`config.mk`:
```
export PLATFORM = sky130hd
export DESIGN_NAME = uart_rx
export DESIGN_NICKNAME = d
export VERILOG_FILES = /design/src/rtl/uart_pkg.sv /design/src/rtl/uart_sync2.sv /design/src/rtl/uart_rx.sv
export SDC_FILE = /design/constraint.sdc
export NUM_CORES = 1
export LEC_CHECK = 0
export BUFFER_PORTS_ARGS = -buffer_cell sky130_fd_sc_hd__buf_4
export CORE_MARGIN = 4
export CORE_UTILIZATION = 33
export DETAILED_ROUTE_END_ITERATION = 7
export MAX_ROUTING_LAYER = met4
export PLACE_DENSITY = 0.55
export SYNTH_ARGS = -nofsm -noshare
export SYNTH_HDL_FRONTEND = slang
export SYNTH_SLANG_ARGS = --single-unit
```
`constraint.sdc`:
```
create_clock -name clk -period 6.05 [get_ports clk]
set_clock_uncertainty 0.15 [all_clocks]
set_input_delay 1.21 -clock clk [delete_from_list [all_inputs] [get_ports clk]]
set_output_delay 1.21 -clock clk [all_outputs]
set_load 0.01 [all_outputs]
```
`src/rtl/uart_pkg.sv`:
```
// Shared UART definitions: receiver state encoding and frame-level constants
// common to uart_rx and uart_tx.
package uart_pkg;

  typedef enum logic [2:0] {
    IDLE,
    START,
    DATA,
    PARITY,
    STOP
  } uart_state_t;

  localparam int   DEFAULT_CLKS_PER_BIT = 16;
  localparam logic START_BIT            = 1'b0;
  localparam logic STOP_BIT             = 1'b1;

endpackage

```
`src/rtl/uart_sync2.sv`:
```
// Two-flop synchronizer for the asynchronous serial line; both flops preset to
// the idle (stop) level so reset never looks like a start bit.
import uart_pkg::*;

module uart_sync2 (
  input  logic clk,
  input  logic rst,
  input  logic d,
  output logic q
);

  logic meta;

  always_ff @(posedge clk or posedge rst) begin
    if (rst) begin
      meta <= STOP_BIT;
      q    <= STOP_BIT;
    end else begin
      meta <= d;
      q    <= meta;
    end
  end

endmodule

```
`src/rtl/uart_rx.sv`:
```
// Oversampling UART receiver with valid/ack holding register, overrun and
// framing-error flags. Define UART_RX_PARITY_EN to add an even-parity bit.
import uart_pkg::*;

module uart_rx #(
  parameter int CLKS_PER_BIT = DEFAULT_CLKS_PER_BIT,
  parameter int DATA_BITS    = 8
) (
  input  logic                 clk,
  input  logic                 rst,
  input  logic                 rx,
  input  logic                 ack,
  output logic [DATA_BITS-1:0] data,
  output logic                 valid,
  output logic                 frame_err,
  output logic                 overrun,
  output logic                 busy
`ifdef UART_RX_PARITY_EN
  ,
  output logic                 parity_err
`endif
);

  localparam int                IDX_W    = (DATA_BITS > 1) ? $clog2(DATA_BITS) : 1;
  localparam logic [15:0]       LAST_CNT = 16'(CLKS_PER_BIT - 1);
  localparam logic [15:0]       MID_CNT  = 16'(CLKS_PER_BIT / 2 - 1);
  localparam logic [IDX_W-1:0]  LAST_IDX = IDX_W'(DATA_BITS - 1);

  uart_state_t          state, state_next;
  logic                 rx_s;
  logic                 rx_prev;
  logic [15:0]          clk_cnt, cnt_next;
  logic [IDX_W-1:0]     bit_idx, idx_next;
  logic [DATA_BITS-1:0] shift, shift_next;
  logic                 commit;
`ifdef UART_RX_PARITY_EN
  logic                 parity_bit, parity_next;
`endif

  uart_sync2 u_sync (
    .clk (clk),
    .rst (rst),
    .d   (rx),
    .q   (rx_s)
  );

  always_ff @(posedge clk or posedge rst) begin
    if (rst) state <= IDLE;
    else     state <= state_next;
  end

  // A start requires a high-to-low transition, so a held break after a
  // framing error cannot retrigger the receiver.
  always_comb begin
    state_next = state;
    cnt_next   = clk_cnt + 16'd1;
    idx_next   = bit_idx;
    shift_next = shift;
    commit     = 1'b0;
`ifdef UART_RX_PARITY_EN
    parity_next = parity_bit;
`endif
    case (state)
      IDLE: begin
        cnt_next = '0;
        if (rx_s == START_BIT && rx_prev == STOP_BIT) state_next = START;
      end
      START: begin
        if (clk_cnt == MID_CNT) begin
          cnt_next   = '0;
          idx_next   = '0;
          state_next = (rx_s == START_BIT) ? DATA : IDLE;
        end
      end
      DATA: begin
        if (clk_cnt == LAST_CNT) begin
          cnt_next            = '0;
          shift_next[bit_idx] = rx_s;
          idx_next            = bit_idx + IDX_W'(1);
          if (bit_idx == LAST_IDX) begin
`ifdef UART_RX_PARITY_EN
            state_next = PARITY;
`else
            state_next = STOP;
`endif
          end
        end
      end
`ifdef UART_RX_PARITY_EN
      PARITY: begin
        if (clk_cnt == LAST_CNT) begin
          cnt_next    = '0;
          parity_next = rx_s;
          state_next  = STOP;
        end
      end
`endif
      STOP: begin
        if (clk_cnt == LAST_CNT) begin
          cnt_next   = '0;
          commit     = 1'b1;
          state_next = IDLE;
        end
      end
      default: state_next = IDLE;
    endcase
  end

  always_ff @(posedge clk or posedge rst) begin
    if (rst) begin
      rx_prev <= STOP_BIT;
      clk_cnt <= '0;
      bit_idx <= '0;
      shift   <= '0;
      busy    <= 1'b0;
`ifdef UART_RX_PARITY_EN
      parity_bit <= 1'b0;
`endif
    end else begin
      rx_prev <= rx_s;
      clk_cnt <= cnt_next;
      bit_idx <= idx_next;
      shift   <= shift_next;
      busy    <= (state_next != IDLE);
`ifdef UART_RX_PARITY_EN
      parity_bit <= parity_next;
`endif
    end
  end

  // Commit beats a simultaneous ack; an ack in that cycle means the old byte
  // was consumed, so no overrun is reported.
  always_ff @(posedge clk or posedge rst) begin
    if (rst) begin
      data      <= '0;
      valid     <= 1'b0;
      frame_err <= 1'b0;
      overrun   <= 1'b0;
`ifdef UART_RX_PARITY_EN
      parity_err <= 1'b0;
`endif
    end else if (commit) begin
      data      <= shift;
      valid     <= 1'b1;
      frame_err <= (rx_s != STOP_BIT);
      overrun   <= ack ? 1'b0 : (overrun | valid);
`ifdef UART_RX_PARITY_EN
      parity_err <= (^shift) ^ parity_bit;
`endif
    end else if (ack && valid) begin
      valid     <= 1'b0;
      frame_err <= 1'b0;
      overrun   <= 1'b0;
`ifdef UART_RX_PARITY_EN
      parity_err <= 1'b0;
`endif
    end
  end

endmodule

```
Word level (Yosys, flattened, before mapping)
Index checks and enable logic that the tools add are counted.
Operators by class
  mux-type cells: 23
  bitwise operators: 2
  reductions and logical operators: 10
  add/subtract/negate cells: 2
  equal/unequal tests: 8
  $lt $le $gt $ge: 2
Operator list (count)
  $pmux W16 S3: 1
  $mux W16: 2
  $mux W3: 7
  $add A16 B1 Y16 const B: 1
  $eq A16 B3 Y1 const B: 1
  $eq A16 B4 Y1 const B: 1
  $pmux W3 S4: 1
  $bwmux W8: 1
  $mux W1: 8
  $eq A3 B3 Y1 const B: 2
  $pmux W3 S2: 1
  $lt A3 B4 Y1 const B: 1
  $ne A2 B2 Y1 const B: 2
  $reduce_bool A2 Y1: 2
  $add A3 B1 Y3 const B: 1
  $demux W1 S3: 1
  $eq A3 B1 Y1 const B: 1
  $eq A3 B2 Y1 const B: 1
  $ge A3 B1 Y1 const B: 1
  $logic_and A1 B1 Y1: 3
  $logic_not A3 Y1: 1
  $reduce_and A3 Y1: 1
  $reduce_bool A3 Y1: 1
  $mux W2: 1
  other kinds (4): 4
Storage, ports and cells
  output and inout port bits: 12
  register bits after elaboration: 45
  input port bits: 4

Depth between registers and ports, before layout
Gate-level depths: netlist of the first run.
  depth after elaboration: 5
  depth in mapped cells: 7

Modules after synthesis
From an unflattened synthesis of the first run, not the netlist that was laid out.
Second synthesis, totals
  cell total of the unflattened synthesis: 197
  area, all modules: 2269.7 um2
By module, submodules not included
  uart_rx: seq. area each 1077.3 um2, area each 2213.4 um2, cells each 194, instances 1
  uart_sync2: seq. area each 52.6 um2, area each 56.3 um2, cells each 3, instances 1

Worst setup path after synthesis of the first run
No wires, ideal clock.
  path kind: register to register
  start point: register clk_cnt[0]
  end point: register shift[0]
  required time: 5772 ps
  arrival time: 1724 ps
  slack: 4048 ps
  stages on the path, launching flop included: 8
  path buffers: 2
  period minus slack after synthesis: 2002 ps
  library setup time: 128 ps
  path through: dfrtp_1 -> ha_1 -> and3_1 -> buf_2 -> nand4_2 -> buf_6 -> nor4_1 -> mux2_1
Between the ends
  cells in the longest elaborated chain, start to end: 2
Ends and longest elaborated chain
  from (decl): line uart_rx.sv:32  | logic [15:0] clk_cnt, cnt_next;
  from (signal assigned): line uart_rx.sv:121  | clk_cnt <= cnt_next;
  $eq A16 B4 Y1: line uart_rx.sv:76  | if (clk_cnt == LAST_CNT) begin
  $reduce_and A2 Y1 (no line)
  to (signal assigned): line uart_rx.sv:123  | shift <= shift_next;
  to (decl): line uart_rx.sv:34  | logic [DATA_BITS-1:0] shift, shift_next;
Every way passes these cells.
A chain may end at the register's enable or synchronous reset.

Worst setup path after layout of the first run
  start point: register clk_cnt[0]
  end point: register clk_cnt[1]
Between the ends
  cells in the longest elaborated chain, start to end: 3
Ends and longest elaborated chain
  $add A16 B1 Y16 (tied with other cells): line uart_rx.sv:56  | cnt_next = clk_cnt + 16'd1;
  $mux W16, on equally long branches: line uart_rx.sv:76, uart_rx.sv:99, uart_rx.sv:69
  $pmux W16 S3 *: line uart_rx.sv:63  | case (state)
  named net cnt_next[1]: line uart_rx.sv:32
The timed path passes the listed nets; every way through them passes the cells marked *.

==> impl_metrics.sql, run 1 <==
INSERT INTO impl_metrics (metric_group, metric, value, unit) VALUES
('setup_path', 'timing_worst_setup_path_type', 'reg2reg', ''),
('cts', 'cts_hold_repair.buffers', '0', ''),
('placed_design', 'port_buffers', '15', ''),
('synthesis', 'share_of_the_synthesized_area_in_the_top_cell_type', '47.7', '%'),
('synthesis', 'syn_area', '2200', 'µm²'),
('setup_path', 'endpoint_kind', 'flip-flop', ''),
('cts', 'number_of_buffers_added_by_the_clock_tree_synthesis_step', '5', ''),
('synthesis', 'share_of_the_yosys_chip_area_belonging_to_registers', '51.3', '%'),
('synthesis', 'synth_instances', '193', ''),
('timing', 'max-slew-margin-rel', '37.0', '%'),
('placed_design', 'place_hpwl', '2.77', 'mm'),
('setup_path', 'cp_cell_sequence', 'ha_1 > and3_1 > nand4_2 > a2bb2oi_2 > a21boi_0', ''),
('power', 'power.density_cell_area', '271', 'nW/µm²'),
('timing', 'max_freq', '0.406', 'GHz'),
('route', 'remaining_drcs', '0', ''),
('timing', 'rsz0062_at_grt', 'false', ''),
('placed_design', 'gp_congestion', '0.747', ''),
('setup_path', 'path_buf_inv', '0', ''),
('synthesis', 'synthMuxAreaShare', '8.69', '%'),
('cts', 'clockRootBuffer', 'clkbuf_8', ''),
('synthesis', 'yosys.cell_types.count', '45', ''),
('timing', 'setup_viol', '0', ''),
('cts', 'cts_htree_levels', '2', ''),
('setup_path', 'required', '6.04', 'ns'),
('power', 'leakage_component_of_the_power', '1.09', 'nW'),
('final_layout', 'final_cells', '283', ''),
('global_route', 'wire_length_of_the_first_global_routing_pass', '7.46', 'mm'),
('final_layout', 'flow.area_growth_from_synthesis', '12.2', '%'),
('die', 'die_y', '89.7', 'µm'),
('die', 'fp.coreArea', '6420', 'µm²'),
('route', 'drt_first_iter_violations', '99', ''),
('global_route', 'grt_usage', '11.6', '%'),
('timing', 'hold-worst-slack', '0.204', 'ns'),
('synthesis', 'postSynthRegisterBits', '45', ''),
('synthesis', 'synth_compound_gate_area_share', '10.6', '%'),
('die', 'ios', '16', ''),
('cts', 'number_of_resized_instances_in_the_post_cts_repair_step', '0', ''),
('status', 'outcome', 'completed', ''),
('setup_path', 'worst-path-max-fanout', '16', ''),
('setup_path', 'worst_path_max_delay_cell', 'a2bb2oi_2', ''),
('setup_path', 'start_kind', 'flip-flop', ''),
('die', 'fp.dieW', '89.7', 'µm'),
('synthesis', 'synth-simple-area-share', '20.6', '%'),
('final_layout', 'antennaDiodeCount', '0', ''),
('route', 'dr_total_vias', '1475', ''),
('cts', 'cts.sink_count', '45', ''),
('global_route', 'grt-ovfl-total', '0', ''),
('synthesis', 'synthesis.yosys.warnings', '0', ''),
('synthesis', 'synth_flop_cell', 'dfrtp_1', ''),
('timing', 'fin_crit_sh', '40.7', '%'),
('timing', 'final.setup.tns', '0', 'ns'),
('synthesis', 'synth_top_cells_by_area', 'dfrtp_1, mux2_2, dfstp_2, a21oi_1, nor4_4', ''),
('synthesis', 'synth_top_family_by_area', 'simple AND/OR/NAND/NOR gates', ''),
('timing', 'max_slew.worst_pin.slew', '0.943', 'ns'),
('synthesis', 'yosys.area_share.xor_xnor', '3.58', '%'),
('hold_path', 'hold_path_class', 'reg2reg', ''),
('timing', 'final_hold_viol_count', '0', ''),
('timing', 'timing.final.max_slew_violations', '0', ''),
('setup_path', 'critical_path_arrival', '2.45', 'ns'),
('route', 'detail_route.vias_per_cell', '5.21', ''),
('final_layout', 'post_route_cells_drive_above_1_share', '25.7', '%'),
('synthesis', 'synth_fa_ha_area_share', '1.70', '%'),
('cts', 'cts_tree', 'built', ''),
('route', 'route.detailed.wl_per_inst', '14.3', 'µm'),
('cts', 'post-cts-setup-buffer-count', '0', ''),
('synthesis', 'synth_enable_flop_cells', '0', ''),
('synthesis', 'async_s_r_ff_share_synth', '100', '%'),
('synthesis', 'synth.net_count', '200', ''),
('run', 'max_cap_viol_count', '0', ''),
('cts', 'max-clock-path-buffers', '2', ''),
('final_layout', 'filler_cell_count', '624', '');
-- registers in the layout, summed over array words and instances, names as in the netlist --
| name | flops |
|---|---|
| state | 3 |
| clk_cnt | 16 |
| busy | 1 |
| u_sync.q | 1 |
| data | 8 |
| rx_prev | 1 |
| overrun | 1 |
| u_sync.meta | 1 |
| bit_idx | 3 |
| valid | 1 |
| frame_err | 1 |
| shift | 8 |
-- stage by stage --
step	total power [mW]	util (%)	worst slack, ns	cell area [µm²]
after CTS	0.682	38.5	3.56	2470
after global placement	0.444	36.7	3.70	2360
final	0.671	38.5	3.59	2470
after floorplan	0.421	-	3.64	2200
after global routing	0.710	38.5	3.34	2470
after detailed placement	0.445	36.7	3.58	2360
-- power breakdown --
part	leakage (nW)	switching [mW]	internal, mW
registers	0.600	0.0208	0.321
logic	0.435	0.0588	0.0374
clock network	0.0543	0.109	0.124
-- worst reg2reg max path, cell delays in order (launching register included) --
cell and delay [ns]:
dfrtp_1 0.37, ha_1 0.19, and3_1 0.35, nand4_2 0.33, a2bb2oi_2 0.71, a21boi_0 0.20
-- cell families (layout without fill, tap and decap cells) --
kind of cell / after synthesis / count (layout)
simple gates: 67 / 67
mux: 17 / 17
compound gates: 36 / 36
flops: 45 / 45
xor+xnor: 9 / 9
fa+ha+maj: 3 / 3
buf+inv: 16 / 29
-- synth_stat cells, types with 3 or more instances --
cell and number:
nor2_1 6, a22oi_1 4, mux2_2 12, xor2_1 5
ha_1 3, clkbuf_1 4, and2_1 3, nand4_1 7
nor4_4 3, mux2_1 5, nor4_1 7, dfrtp_1 42
buf_2 3, a21oi_1 15, nand2b_1 6, nand3_1 5
inv_1 6, nand2_1 8, dfstp_2 3, or2_2 3
o21ai_0 6, or3_1 5, xnor2_1 4
-- final timing paths --
| kind | cells past startpoint | slack, ns | endpoint | start |
|---|---|---|---|---|
| worst max register to register | 5 | 3.59 | clk_cnt[1]$_DFF_PP0_ | clk_cnt[0]$_DFF_PP0_ |
| worst min register to register | 0 | 0.20 | u_sync.q$_DFF_PP1_ | u_sync.meta$_DFF_PP1_ |
| worst max-delay path | 5 | 3.59 | clk_cnt[1]$_DFF_PP0_ | clk_cnt[0]$_DFF_PP0_ |
| worst min-delay path | 0 | 0.20 | u_sync.q$_DFF_PP1_ | u_sync.meta$_DFF_PP1_ |
| max in group asynchronous | 2 | 4.19 | frame_err$_DFFE_PP0P_ | rst |
| min in group asynchronous | 2 | 0.97 | bit_idx[0]$_DFFE_PP0P_ | rst |
-- layout make-up --
type | count | area, µm² | share of cell area [%]
inverters | 6 | 22.5 | 0.911
flip-flops and latches | 45 | 1130 | 45.7
clock buffers | 5 | 68.8 | 2.78
well taps | 77 | 96.3 | 3.90
multi-input cells | 132 | 995 | 40.3
clock inverters | 3 | 46.3 | 1.87
repair buffers | 15 | 113 | 4.56
-- routing by layer --
layer	GRT usage [%]	part of all wire, %
met4	4.47	1.8
met5	-	0
met1	15.7	51
met2	16.5	44
met3	3.17	2.9
-- cell usage in the layout (no fill, tap or decap), types with 5 or more instances in the layout --
cell       n
dfrtp_1   42
a21oi_1   15
buf_4     15
mux2_2    12
nand2_1    8
nand4_1    7
nor4_1     7
nor2_1     6
o21ai_0    6
nand2b_1   6
nand3_1    5
or3_1      5
inv_1      5
mux2_1     5
xor2_1     5
clkbuf_8   5
No activity file was read; power rests on OpenSTA's default activity.
==> inputs of run 2 (changes only) <==
- ABC_AREA: not set -> 1
- clock period: 6.05 -> 2.4 ns (I/O delays scaled with it)
==> run 2 against run 1 <==
Against the previous run: sequential power grew to 2.6 times the previous value; sequential share of layout area down 3.0 points; cell count increased by 46%; total power increased to 2.5 times the previous value; non-clock buffer count rose by 1; highest routed layer unchanged.
==> impl_metrics.sql, run 2 <==
INSERT INTO impl_metrics (metric_group, metric, value, unit) VALUES
('status', 'outcome', 'completed', ''),
('cts', 'post-cts-setup-buffer-count', '0', ''),
('final_layout', 'fin_nets', '324', ''),
('die', 'core.rowCount', '30', ''),
('synthesis', 'yosys.cell_types.count', '26', ''),
('route', 'drt_first_iter_violations', '105', ''),
('setup_path', 'worst-path-max-fanout', '6', ''),
('synthesis', 'synth.avg_cell_area', '7.88', 'µm²'),
('timing', 'max_slew.worst_pin.slew', '0.571', 'ns'),
('timing', 'fin_crit_sh', '73.6', '%'),
('synthesis', 'synth_instances', '295', ''),
('synthesis', 'yosysTopAreaCell', 'dfrtp_1', ''),
('final_layout', 'regArea', '1130', 'µm²'),
('route', 'detail_route.vias_per_cell', '4.38', ''),
('global_route', 'grt_start_max_net_pins', '46', ''),
('final_layout', 'largest_registers_in_the_final_layout', 'clk_cnt (16), data (8), shift (8)', ''),
('route', 'drt-total-wl', '4.71', 'mm'),
('die', 'ios', '16', ''),
('timing', 'hold-worst-slack', '0.130', 'ns'),
('final_layout', 'layout.cells.most_common', 'nand2_1', ''),
('route', 'dr_total_vias', '1815', ''),
('run', 'max_cap_viol_count', '0', ''),
('power', 'leakage_component_of_the_power', '1.35', 'nW'),
('synthesis', 'synthTopCellsByCount', 'nand2_1, dfrtp_1, nor2_1, inv_1, nand3_1', ''),
('final_layout', 'final_cells', '414', ''),
('placed_design', 'place_hpwl', '3.50', 'mm'),
('setup_path', 'start_kind', 'flip-flop', ''),
('die', 'initial_core_util', '34.0', '%'),
('timing', 'max-slew-margin-rel', '61.9', '%'),
('global_route', 'grt_pass1_vias', '1650', ''),
('timing', 'final_hold_viol_count', '0', ''),
('synthesis', 'synth_flop_cell', 'dfrtp_1', ''),
('final_layout', 'largest_register_ffs', '16', ''),
('timing', 'max_freq', '0.566', 'GHz'),
('setup_path', 'required', '2.45', 'ns'),
('final_layout', 'largest_register', 'clk_cnt', ''),
('cts', 'cts.sink_count', '45', ''),
('final_layout', 'filler_cell_count', '741', ''),
('synthesis', 'synth_top_cells_by_area', 'dfrtp_1, nand2_1, nor2_1, inv_1, dfstp_2', ''),
('hold_path', 'hold_path_class', 'in2reg', ''),
('cts', 'clk-insertion-delay-late', '0.30', 'ns'),
('setup_path', 'critical_path_arrival', '1.82', 'ns'),
('global_route', 'grt_usage', '12.0', '%'),
('cts', 'cts_hold_repair.buffers', '0', ''),
('cts', 'clockRootBuffer', 'clkbuf_8', ''),
('placed_design', 'port_buffers', '15', ''),
('synthesis', 'share_of_the_synthesized_area_in_the_top_cell_type', '45.2', '%'),
('cts', 'number_of_buffers_added_by_the_clock_tree_synthesis_step', '5', ''),
('route', 'route.detailed.wl_per_inst', '11.4', 'µm'),
('final_layout', 'most_frequent_cells_in_the_layout', 'nand2_1, dfrtp_1, nor2_1, inv_1, buf_4', ''),
('final_layout', 'postLayoutCellArea', '2640', 'µm²'),
('cts', 'cts_tree', 'built', ''),
('timing', 'final.setup.tns', '0', 'ns'),
('synthesis', 'synthMostInstantiatedCell', 'nand2_1', ''),
('placed_design', 'dpl-instance-area', '2550', 'µm²'),
('synthesis', 'share_of_the_yosys_chip_area_belonging_to_registers', '48.6', '%'),
('cts', 'cts_htree_levels', '2', ''),
('die', 'die_y', '91.9', 'µm'),
('synthesis', 'syn_area', '2320', 'µm²'),
('final_layout', 'final_core_utilization', '38.7', '%'),
('die', 'fp.coreArea', '6830', 'µm²'),
('synthesis', 'synthesis.yosys.warnings', '0', ''),
('synthesis', 'postSynthRegisterBits', '45', ''),
('synthesis', 'synth.net_count', '302', ''),
('placed_design', 'worst_setup_slack_after_placement', '0.648', 'ns'),
('cts', 'number_of_resized_instances_in_the_post_cts_repair_step', '0', ''),
('global_route', 'grt-ovfl-total', '0', ''),
('die', 'fp.dieArea', '8450', 'µm²'),
('timing', 'rsz0062_at_grt', 'false', ''),
('synthesis', 'async_s_r_ff_share_synth', '100', '%'),
('power', 'totalPowerFinal', '1.69', 'mW'),
('die', 'fp.dieW', '91.9', 'µm'),
('timing', 'setup_viol', '0', ''),
('final_layout', 'multi_input_logic_area', '1040', 'µm²'),
('route', 'drtAntennaViolNets', '0', ''),
('timing', 'final.setup.worst_slack', '0.634', 'ns'),
('timing', 'timing.final.max_slew_violations', '0', ''),
('synthesis', 'synth_enable_flop_cells', '0', ''),
('power', 'power.density_cell_area', '638', 'nW/µm²'),
('route', 'drtPass1Iterations', '4', ''),
('setup_path', 'endpoint_kind', 'flip-flop', ''),
('cts', 'max-clock-path-buffers', '2', ''),
('final_layout', 'antennaDiodeCount', '0', ''),
('timing', 'timing.final.crit_period', '1.77', 'ns'),
('setup_path', 'timing_worst_setup_path_type', 'reg2reg', ''),
('placed_design', 'gp_congestion', '0.818', ''),
('cts', 'clkSlewWorstSetupHoldPaths', '0.09', 'ns'),
('route', 'remaining_drcs', '0', ''),
('power', 'power.ir.vdd_worst', '235', 'µV'),
('global_route', 'antenna_violations_before_repair', '0', ''),
('placed_design', 'post-place-cells', '406', ''),
('final_layout', 'post_route_cells_drive_above_1_share', '12.3', '%'),
('final_layout', 'flow.area_growth_from_synthesis', '13.7', '%'),
('global_route', 'wire_length_of_the_first_global_routing_pass', '7.89', 'mm');
-- run 2: area by class of cell --
class	count	share of cell area (%)
Clock buffer	5	2.60
Multi-Input combinational cell	214	39.5
Timing Repair Buffer	16	4.55
Tap cell	96	4.55
Sequential cell	45	42.8
Clock inverter	3	0.947
Inverter	35	5.07
-- run 2: kinds of logic (layout without fill, tap and decap cells) --
| family | after synthesis | count (layout) | share of synthesized area, % |
|---|---|---|---|
| buffers and inverters | 36 | 59 | 6.41 |
| and+or+nand+nor | 180 | 180 | 34.3 |
| adders and majority gates | 3 | 3 | 1.62 |
| DFF | 45 | 45 | 48.6 |
| xor gates and xnor gates | 5 | 5 | 1.88 |
| AOI/OAI and AO/OA | 26 | 26 | 7.16 |
-- run 2: metal layers --
metal | GRT usage (%) | vias to the layer above | wire length [µm]
met5 | - | - | 0
met1 | 17.6 | 816 | 2630
met3 | 2.46 | 6 | 137
met4 | 4.08 | 0 | 68
met2 | 16.3 | 22 | 1870
li1 | - | 971 | -
-- run 2: final timing paths --
kind / startpoint / endpoint / slack (ns) / cells after the start
max: clk_cnt[0]$_DFF_PP0_ / shift[6]$_DFFE_PP0P_ / 0.63 / 8
min: rx / u_sync.meta$_DFF_PP1_ / 0.13 / 1
max reg2reg: clk_cnt[0]$_DFF_PP0_ / shift[6]$_DFFE_PP0P_ / 0.63 / 8
min reg2reg: u_sync.meta$_DFF_PP1_ / u_sync.q$_DFF_PP1_ / 0.21 / 0
max in group asynchronous: rst / rx_prev$_DFF_PP1_ / 1.54 / 3
min in group asynchronous: rst / data[2]$_DFFE_PP0P_ / 0.16 / 3
-- run 2: where the power goes --
| group | switching, mW | internal (mW) | total [mW] |
|---|---|---|---|
| clock | 0.285 | 0.211 | 0.495 |
| sequential | 0.0618 | 0.816 | 0.877 |
| combinational | 0.205 | 0.108 | 0.313 |
| total | 0.552 | 1.13 | 1.69 |
-- run 2: critical path, cell delays in order, from the launching register on --
cell and delay (ns):
dfrtp_1 0.36, ha_1 0.29, nand3_2 0.17, nor2_4 0.18, nand2_4 0.09, inv_1 0.14, nand2_1 0.09, o21ai_0 0.15
inv_1 0.05
